==> config.mk <==
export PLATFORM = sky130hd
export DESIGN_NAME = md4_candidate_gen_tmr
export DESIGN_NICKNAME = d
export VERILOG_FILES = /design/src/rtl/md4_gen_pkg.sv /design/src/rtl/cand_delay_line.sv /design/src/rtl/md4_candidate_gen_tmr.sv
export SDC_FILE = /design/constraint.sdc
export NUM_CORES = 2
export LEC_CHECK = 0
export BUFFER_PORTS_ARGS = -buffer_cell sky130_fd_sc_hd__buf_2
export CAP_MARGIN = 5
export CORE_UTILIZATION = 35
export DETAILED_ROUTE_END_ITERATION = 8
export PLACE_DENSITY = 0.59
export RECOVER_POWER = 100
export SLEW_MARGIN = 20
export SYNTH_ARGS = -nofsm -noshare
export SYNTH_HDL_FRONTEND = slang
export SYNTH_SLANG_ARGS = --single-unit
==> constraint.sdc <==
create_clock -name clk -period 3.8 [get_ports clk]
set_clock_uncertainty 0.2 [all_clocks]
set_input_delay 0.19 -clock clk [delete_from_list [all_inputs] [get_ports clk]]
set_output_delay 0.19 -clock clk [all_outputs]
set_load 0.02 [all_outputs]
==> src/rtl/md4_gen_pkg.sv <==
// -----------------------------------------------------------------------------
// md4_gen_pkg
// Shared types and helpers for the triple-redundant MD4 candidate generator.
//   gen_state_e      : controller state (IDLE, RUN, DRAIN, DONE)
//   MD4_PIPE_LATENCY : default md4_pipe latency in cycles
//   vote3_bits       : generic bitwise 2-of-3 majority on a VOTE_MAX_W vector
//   vote3_state      : majority vote of three state copies
// Callers of vote3_bits widen their operands to VOTE_MAX_W and cast the result
// back to their own width, so any width up to VOTE_MAX_W can be voted.
// -----------------------------------------------------------------------------
package md4_gen_pkg;

    typedef enum logic [1:0] {
        ST_IDLE  = 2'd0,
        ST_RUN   = 2'd1,
        ST_DRAIN = 2'd2,
        ST_DONE  = 2'd3
    } gen_state_e;

    localparam int MD4_PIPE_LATENCY = 48;
    localparam int VOTE_MAX_W       = 64;

    function automatic logic [VOTE_MAX_W-1:0] vote3_bits(
        input logic [VOTE_MAX_W-1:0] a,
        input logic [VOTE_MAX_W-1:0] b,
        input logic [VOTE_MAX_W-1:0] c
    );
        return (a & b) | (a & c) | (b & c);
    endfunction

    function automatic gen_state_e vote3_state(
        input gen_state_e a,
        input gen_state_e b,
        input gen_state_e c
    );
        return gen_state_e'(2'(vote3_bits(VOTE_MAX_W'(a), VOTE_MAX_W'(b), VOTE_MAX_W'(c))));
    endfunction

endpackage

==> src/rtl/cand_delay_line.sv <==
// -----------------------------------------------------------------------------
// cand_delay_line
// Fixed-depth shift register that re-aligns an issued candidate with the
// digest leaving the hash pipes. Shifts every cycle; rst_i clears every stage.
//   clk     : clock
//   rst_i   : synchronous active-high clear
//   data_i  : p_width-bit word entering stage 0
//   data_o  : word that entered p_depth cycles earlier
// -----------------------------------------------------------------------------
module cand_delay_line #(
    parameter int p_width = 33,
    parameter int p_depth = 48
) (
    input  logic               clk,
    input  logic               rst_i,
    input  logic [p_width-1:0] data_i,
    output logic [p_width-1:0] data_o
);

    logic [p_width-1:0] stage_q [p_depth];

    for (genvar gi = 0; gi < p_depth; gi++) begin : g_stage
        logic [p_width-1:0] stage_d;

        if (gi == 0) begin : g_head
            assign stage_d = data_i;
        end else begin : g_body
            assign stage_d = stage_q[gi-1];
        end

        always_ff @(posedge clk) begin
            if (rst_i) begin
                stage_q[gi] <= '0;
            end else begin
                stage_q[gi] <= stage_d;
            end
        end
    end

    assign data_o = stage_q[p_depth-1];

endmodule

==> src/rtl/md4_candidate_gen_tmr.sv <==
// -----------------------------------------------------------------------------
// md4_candidate_gen_tmr
// Triple-redundant counter-based candidate source feeding three md4_pipe
// replicas. State, counter and remaining count are each held in three copies
// that are majority-voted and rewritten with the voted next value every cycle.
//   clk, rst              : clock, synchronous active-high reset
//   start/start_value/count: launch a run of `count` candidates from start_value
//   pause                 : holds issuing while high (RUN only)
//   inp_data_1/2/3        : candidate copies, one per pipe
//   issue_valid           : inp_data_* carry a freshly issued candidate
//   out_valid/out_value   : candidate aligned with the voted digest
//   busy, done            : run in progress / one-cycle end-of-run pulse
//   correctableError      : state copies disagreed on the previous cycle
// p_inp_data_len must not exceed VOTE_MAX_W; p_pipe_latency must be >= 1.
// -----------------------------------------------------------------------------
module md4_candidate_gen_tmr
    import md4_gen_pkg::*;
#(
    parameter int p_inp_data_len = 32,
    parameter int p_pipe_latency = MD4_PIPE_LATENCY
) (
    input  logic                      clk,
    input  logic                      rst,
    input  logic                      start,
    input  logic [p_inp_data_len-1:0] start_value,
    input  logic [31:0]               count,
    input  logic                      pause,
    output logic [p_inp_data_len-1:0] inp_data_1,
    output logic [p_inp_data_len-1:0] inp_data_2,
    output logic [p_inp_data_len-1:0] inp_data_3,
    output logic                      issue_valid,
    output logic                      out_valid,
    output logic [p_inp_data_len-1:0] out_value,
    output logic                      busy,
    output logic                      done,
    output logic                      correctableError
);

    localparam int W = p_inp_data_len;

    gen_state_e     state_c [3];
    logic [W-1:0]   cnt_c   [3];
    logic [31:0]    rem_c   [3];
    logic [W-1:0]   inp_c   [3];

    gen_state_e     state_v, state_d;
    logic [W-1:0]   cnt_v,   cnt_d;
    logic [31:0]    rem_v,   rem_d;

    logic issue_d, inp_clear, busy_d, done_d, err_d;
    logic issue_q, busy_q, done_q, err_q;

    // Voted view of the three copies; everything downstream uses only this.
    assign state_v = vote3_state(state_c[0], state_c[1], state_c[2]);
    assign cnt_v   = W'(vote3_bits(VOTE_MAX_W'(cnt_c[0]), VOTE_MAX_W'(cnt_c[1]),
                                   VOTE_MAX_W'(cnt_c[2])));
    assign rem_v   = 32'(vote3_bits(VOTE_MAX_W'(rem_c[0]), VOTE_MAX_W'(rem_c[1]),
                                    VOTE_MAX_W'(rem_c[2])));

    // State register: three copies, all loaded from the single voted next value.
    for (genvar gi = 0; gi < 3; gi++) begin : g_copy
        gen_state_e   state_q;
        logic [W-1:0] cnt_q;
        logic [31:0]  rem_q;
        logic [W-1:0] inp_q;

        always_ff @(posedge clk) begin
            if (rst) begin
                state_q <= ST_IDLE;
                cnt_q   <= '0;
                rem_q   <= '0;
            end else begin
                state_q <= state_d;
                cnt_q   <= cnt_d;
                rem_q   <= rem_d;
            end
        end

        // Separate output register per pipe so one upset cannot hit all three.
        always_ff @(posedge clk) begin
            if (rst || inp_clear) begin
                inp_q <= '0;
            end else if (issue_d) begin
                inp_q <= cnt_v;
            end
        end

        assign state_c[gi] = state_q;
        assign cnt_c[gi]   = cnt_q;
        assign rem_c[gi]   = rem_q;
        assign inp_c[gi]   = inp_q;
    end

    // Next-state logic. In DRAIN the remaining-count copies are reused as the
    // drain counter, so the drain phase is protected by the same voting.
    always_comb begin
        state_d = state_v;
        cnt_d   = cnt_v;
        rem_d   = rem_v;
        unique case (state_v)
            ST_IDLE: begin
                if (start) begin
                    if (count != 32'd0) begin
                        state_d = ST_RUN;
                        cnt_d   = start_value;
                        rem_d   = count;
                    end else begin
                        state_d = ST_DONE;
                    end
                end
            end
            ST_RUN: begin
                if (!pause) begin
                    cnt_d = cnt_v + W'(1);
                    if (rem_v <= 32'd1) begin
                        state_d = ST_DRAIN;
                        rem_d   = 32'(p_pipe_latency);
                    end else begin
                        rem_d = rem_v - 32'd1;
                    end
                end
            end
            ST_DRAIN: begin
                // Exits one cycle after the count reaches 1 so that DRAIN lasts
                // exactly p_pipe_latency cycles after the last issue.
                rem_d = rem_v - 32'd1;
                if (rem_v <= 32'd1) begin
                    state_d = ST_DONE;
                    rem_d   = '0;
                end
            end
            ST_DONE: begin
                state_d = ST_IDLE;
            end
            default: begin
                state_d = ST_IDLE;
            end
        endcase
    end

    // Output logic. done is the registered image of the DONE state, so it
    // trails the state by one cycle; busy covers that extra cycle after DRAIN.
    always_comb begin
        issue_d   = (state_v == ST_RUN) && !pause;
        inp_clear = (state_v == ST_DONE);
        busy_d    = (state_d == ST_RUN) || (state_d == ST_DRAIN) ||
                    ((state_v == ST_DRAIN) && (state_d == ST_DONE));
        done_d    = (state_v == ST_DONE);
        err_d     = (state_c[0] != state_c[1]) || (state_c[0] != state_c[2]) ||
                    (cnt_c[0]   != cnt_c[1])   || (cnt_c[0]   != cnt_c[2])   ||
                    (rem_c[0]   != rem_c[1])   || (rem_c[0]   != rem_c[2]);
    end

    always_ff @(posedge clk) begin
        if (rst) begin
            issue_q <= 1'b0;
            busy_q  <= 1'b0;
            done_q  <= 1'b0;
            err_q   <= 1'b0;
        end else begin
            issue_q <= issue_d;
            busy_q  <= busy_d;
            done_q  <= done_d;
            err_q   <= err_d;
        end
    end

    cand_delay_line #(
        .p_width (W + 1),
        .p_depth (p_pipe_latency)
    ) u_delay (
        .clk    (clk),
        .rst_i  (rst),
        .data_i ({issue_q, inp_c[0]}),
        .data_o ({out_valid, out_value})
    );

    assign inp_data_1       = inp_c[0];
    assign inp_data_2       = inp_c[1];
    assign inp_data_3       = inp_c[2];
    assign issue_valid      = issue_q;
    assign busy             = busy_q;
    assign done             = done_q;
    assign correctableError = err_q;

endmodule
Yosys cells after proc, flatten, opt, wreduce, memory -nomap -nowiden. Memory sizes are Yosys's and may differ from the RTL's. Index checks and enable logic that the tools add are counted.

Bits in registers: 101. Bits in writable memories: 1584. Input bits: 68. Output and inout bits: 133. Word-level logic and storage cells: 149. Memories: 1.

Add/subtract/negate cells: 2. Order comparisons: 1. Equality and inequality tests: 6. Muxes and demuxes: 67. Bitwise operators: 57. Reductions and logical operators: 8.

Memory list: u_delay.stage_q (words 48, width 33, rd ports 48, clocked after Yosys merged registers in 0, write ports 48, line cand_delay_line.sv:20) `logic [p_width-1:0] stage_q [p_depth];`.

Operators by type and width (number): 2-to-1 mux 33 bit (48); 2-to-1 mux 32 bit (8); OR 32 bit (4); one-hot mux 32 bit (3 select lines) (1); AND 32 bit (2); one-hot mux 32 bit (2 select lines) (1); OR 1 bit (48); adder 32 x 1 -> 32 bit (second input constant) (1); <= comparator 32 x 1 -> 1 bit (second input constant) (1); nonzero test 32 bit (1); subtractor 32 x 1 -> 32 bit (second input constant) (1); 2-to-1 mux 2 bit (5); equality test 2 bit (second input constant) (4); one-hot mux 2 bit (4 select lines) (1); equality test 2 x 1 -> 1 bit (second input constant) (2); OR 2 bit (2); logical OR 1 bit (3); 2-to-1 mux 1 bit (3); AND 2 bit (1); logical AND 1 bit (2); zero test 2 bit (1); zero test 1 bit (1).

Depth between registers and ports, before layout.
Depth in word-level cells: 10. Depth in mapped cells: 12. Gate-level depth less buffers: 11.

Modules after synthesis. Synthesis repeated with hierarchy kept, for this count alone.

Cells, all modules: 4107. Area, all modules: 48337.6 sq um.

Modules (own cells, without submodules): cand_delay_line (times used 1, cells each 3344, area each 42493.3 sq um, sequential area each 31710.4 sq um); md4_candidate_gen_tmr (times used 1, cells each 763, area each 5844.4 sq um, sequential area each 2021.9 sq um).

Worst setup path after synthesis. Ideal clock, no wire load.

Kind: register to register. Start point: register with a tool-made name. End point: register busy_q, in the netlist busy. Setup time: 128 ps. Data arrival time: 2617 ps. Data required time: 3472 ps. Setup slack: 856 ps. Cell stages (with the launch flop): 11. Path buffers: 1. Clock period less this slack: 2944 ps. Cells stage by stage: dfxtp_1 -> buf_6 -> or4_4 -> or4b_4 -> nor4_4 -> nand2_2 -> o31ai_1 -> a21oi_1 -> ha_1 -> a31oi_1 -> nor2_1.

RTL lines: end signal: assignment (line md4_candidate_gen_tmr.sv:162) `busy_q <= busy_d;`; end: declaration (line md4_candidate_gen_tmr.sv:51) `logic issue_q, busy_q, done_q, err_q;`.

==> impl_metrics.env <==
export IMPL_ys_seq_elements=1685
export IMPL_dieArea_um2=139000
export IMPL_port_buffers=199
export IMPL_met3_usage_pct=2.53
export IMPL_initialDrtViolationCount=1039
export IMPL_pin_count=201
export IMPL_grt_pass1_wl_um=120000
export IMPL_synthFlopType="dfxtp_1"
export IMPL_finalCritPeriodShare_pct=96.4
export IMPL_cts_buffers=165
export IMPL_r2r_slack_ns=0.14
export IMPL_synth_cell_types=69
export IMPL_p_leak_uw=0.0222
export IMPL_use_met1_pct=12.9
export IMPL_grt_max_degree=204
export IMPL_layout_common_cells="dfxtp_1, nor2b_1, clkbuf_1, clkbuf_16, dlygate4sd3_1"
export IMPL_synth_edf_count=0
export IMPL_fmax_mhz=273
export IMPL_grt_overflow_total=0
export IMPL_use_met2_pct=17.4
export IMPL_cts_htree_levels=4
export IMPL_max_vdd_ir_drop_v=0.000332
export IMPL_drive_above_1_share_pct=8.80
export IMPL_firstDrtPassIters=5
export IMPL_synthCells=4102
export IMPL_rsz0062_at_grt="false"
export IMPL_nets=4452
export IMPL_cp_max_fo=12
export IMPL_cts_sinks=1685
export IMPL_stdcell_count=6295
export IMPL_syn_to_final_growth_pct=19.3
export IMPL_grt_busiest_layer="met2"
export IMPL_p_per_area_nw_per_um2=616
export IMPL_wl_um=72900
export IMPL_violations="max-capacitance violations, max-slew violations"
export IMPL_via_per_inst=4.12
export IMPL_cp_data_required_time_ns=4.24
export IMPL_tightest_slew_ns=2.78
export IMPL_antenna_left=0
export IMPL_finalSetupViolCount=0
export IMPL_netlist_area_um2=48100
export IMPL_start_kind="register"
export IMPL_cts_resized=0
export IMPL_fin_ws_ns=0.138
export IMPL_hp_class="primary input to register"
export IMPL_die_h_um=373
export IMPL_syn_avg_cell_area_um2=11.7
export IMPL_clk_latency_ns=0.75
export IMPL_core_um2=136000
export IMPL_synth_area_leader_cell="dfxtp_1"
export IMPL_period_needed_ns=3.66
export IMPL_cts_tree="built"
export IMPL_grt_pass1_vias=24190
export IMPL_start_util_pct=35.4
export IMPL_ys_warn_count=0
export IMPL_slew_violations=1160
export IMPL_synth_nets=4174
export IMPL_place_congestion=0.780
export IMPL_path_clk_slew_ns=0.06
export IMPL_wire_per_inst_um=11.6
export IMPL_synth_top_area_share_pct=70.1
export IMPL_status="finished with violations"
export IMPL_setup_tns_final_ns=0
export IMPL_r2r_cells=7
export IMPL_hold_ws_ns=0.124
export IMPL_mostFrequentLayoutCell="dfxtp_1"
export IMPL_dp_cells=5839
export IMPL_dp_slack_ns=0.555
export IMPL_dr_total_vias=25910
export IMPL_ys_seq_area_share_pct=70.1
export IMPL_synthArstFlopShare_pct=0
export IMPL_dp_hpwl_um=39800
export IMPL_worstSetupEndpointType="register"
export IMPL_antenna_found_initial=1
export IMPL_final_fill_count=12837
export IMPL_clk_path_buf_depth=3
export IMPL_synth_area_leaders="dfxtp_1, nor2b_1, clkbuf_1, buf_4, nand2_1"
export IMPL_final_hold_viol_count=0
export IMPL_cap_viol_max_count=9
export IMPL_cts_root_buf="clkbuf_16"
export IMPL_fp_row_count=135
export IMPL_remaining_drc_errors=0
export IMPL_worstSetupPathType="register to register"
export IMPL_crit_arrival_ns=4.11
export IMPL_grt_usage_pct=10.5
export IMPL_max_slew_margin_rel_pct=-85.1
export IMPL_die_w_um=373
## repair_timing
item / 4_1_cts / 5_1_grt
buffers inserted: 0 / 0
hold buffers: 155 / 0
endpoints found under the hold margin: 525 / 0
## worst min-delay path by stage
stage                             from                       to  cells past startpoint
3_5_place_dp    u_delay.stage_q[0][82]  u_delay.stage_q[0][115]                      1
4_1_cts                       count[0]                 register                      4
3_3_place_gp   u_delay.stage_q[0][206]  u_delay.stage_q[0][239]                      1
2_1_floorplan                 count[8]                 register                      2
6_report                      count[0]                 register                      4
5_1_grt                       count[0]                 register                      4
## critical path: stages (launching register included)
cell,delay [ns]
dfxtp_1,0.38
or4_1,0.60
or4b_4,0.61
o31a_1,0.55
nand2_2,0.32
nor2_1,0.08
a221o_1,0.26
dlygate4sd3_1,0.55
## registers in the layout, summed over array words and instances, names as in the netlist, named ones only
register / count
g_copy.state_q: 2
inp_data_3: 32
u_delay.stage_q: 1584
issue_valid: 1
done: 1
busy: 1
## cell type report
cell class / instances / area (um^2) / share of cell area (%)
Sequential cell: 1685 / 33700 / 58.8
Multi-Input combinational cell: 2114 / 13000 / 22.6
Clock buffer: 240 / 4930 / 8.58
Timing Repair Buffer: 399 / 2700 / 4.70
Tap cell: 1781 / 2230 / 3.88
Clock inverter: 60 / 767 / 1.34
Inverter: 15 / 56.3 / 0.0981
Antenna cell: 1 / 2.50 / 0.00436
## routing by layer
metal  share of wire, %  routed length (um)
met5                  0                   0
met4                2.9                2130
met3                4.5                3260
met2                 46               33500
met1                 47               34000
## where the power goes
| part | internal [uW] | switching, uW |
|---|---|---|
| clock network | 9860 | 6570 |
| logic | 362 | 685 |
| registers | 17700 | 107 |
| total | 28000 | 7370 |
## cell usage after synthesis (18+ instances only)
| library cell | count |
|---|---|
| dfxtp_1 | 1685 |
| nor4_1 | 20 |
| nor3_1 | 25 |
| clkbuf_1 | 214 |
| nor2_1 | 46 |
| buf_4 | 66 |
| nor2b_1 | 1584 |
| nand2_1 | 116 |
| a22oi_1 | 18 |
| a21oi_1 | 77 |
| nand4_1 | 23 |
| nand3_1 | 26 |
## kinds of logic (layout without fill, tap and decap cells)
family	after synthesis	after routing	share of synthesized area, %
buffers and inverters	303	714	2.91
DFF	1685	1685	70.1
and+or+nand+nor	1879	1879	23.6
muxes	5	5	0.107
xor gates and xnor gates	16	16	0.291
other	1	2	0.00779
AOI/OAI and AO/OA	209	209	2.88
adders and majority gates	4	4	0.104
## stage by stage
step	area, um^2	power (uW)	utilization, %
after CTS	57800	36000	42.5
after floorplan	48100	18900	-
after detailed placement	50500	19200	37.1
after global placement	50500	19200	37.1
final	57400	35300	42.2
after global routing	57400	36800	42.2
(Power assumes the default switching activity.)
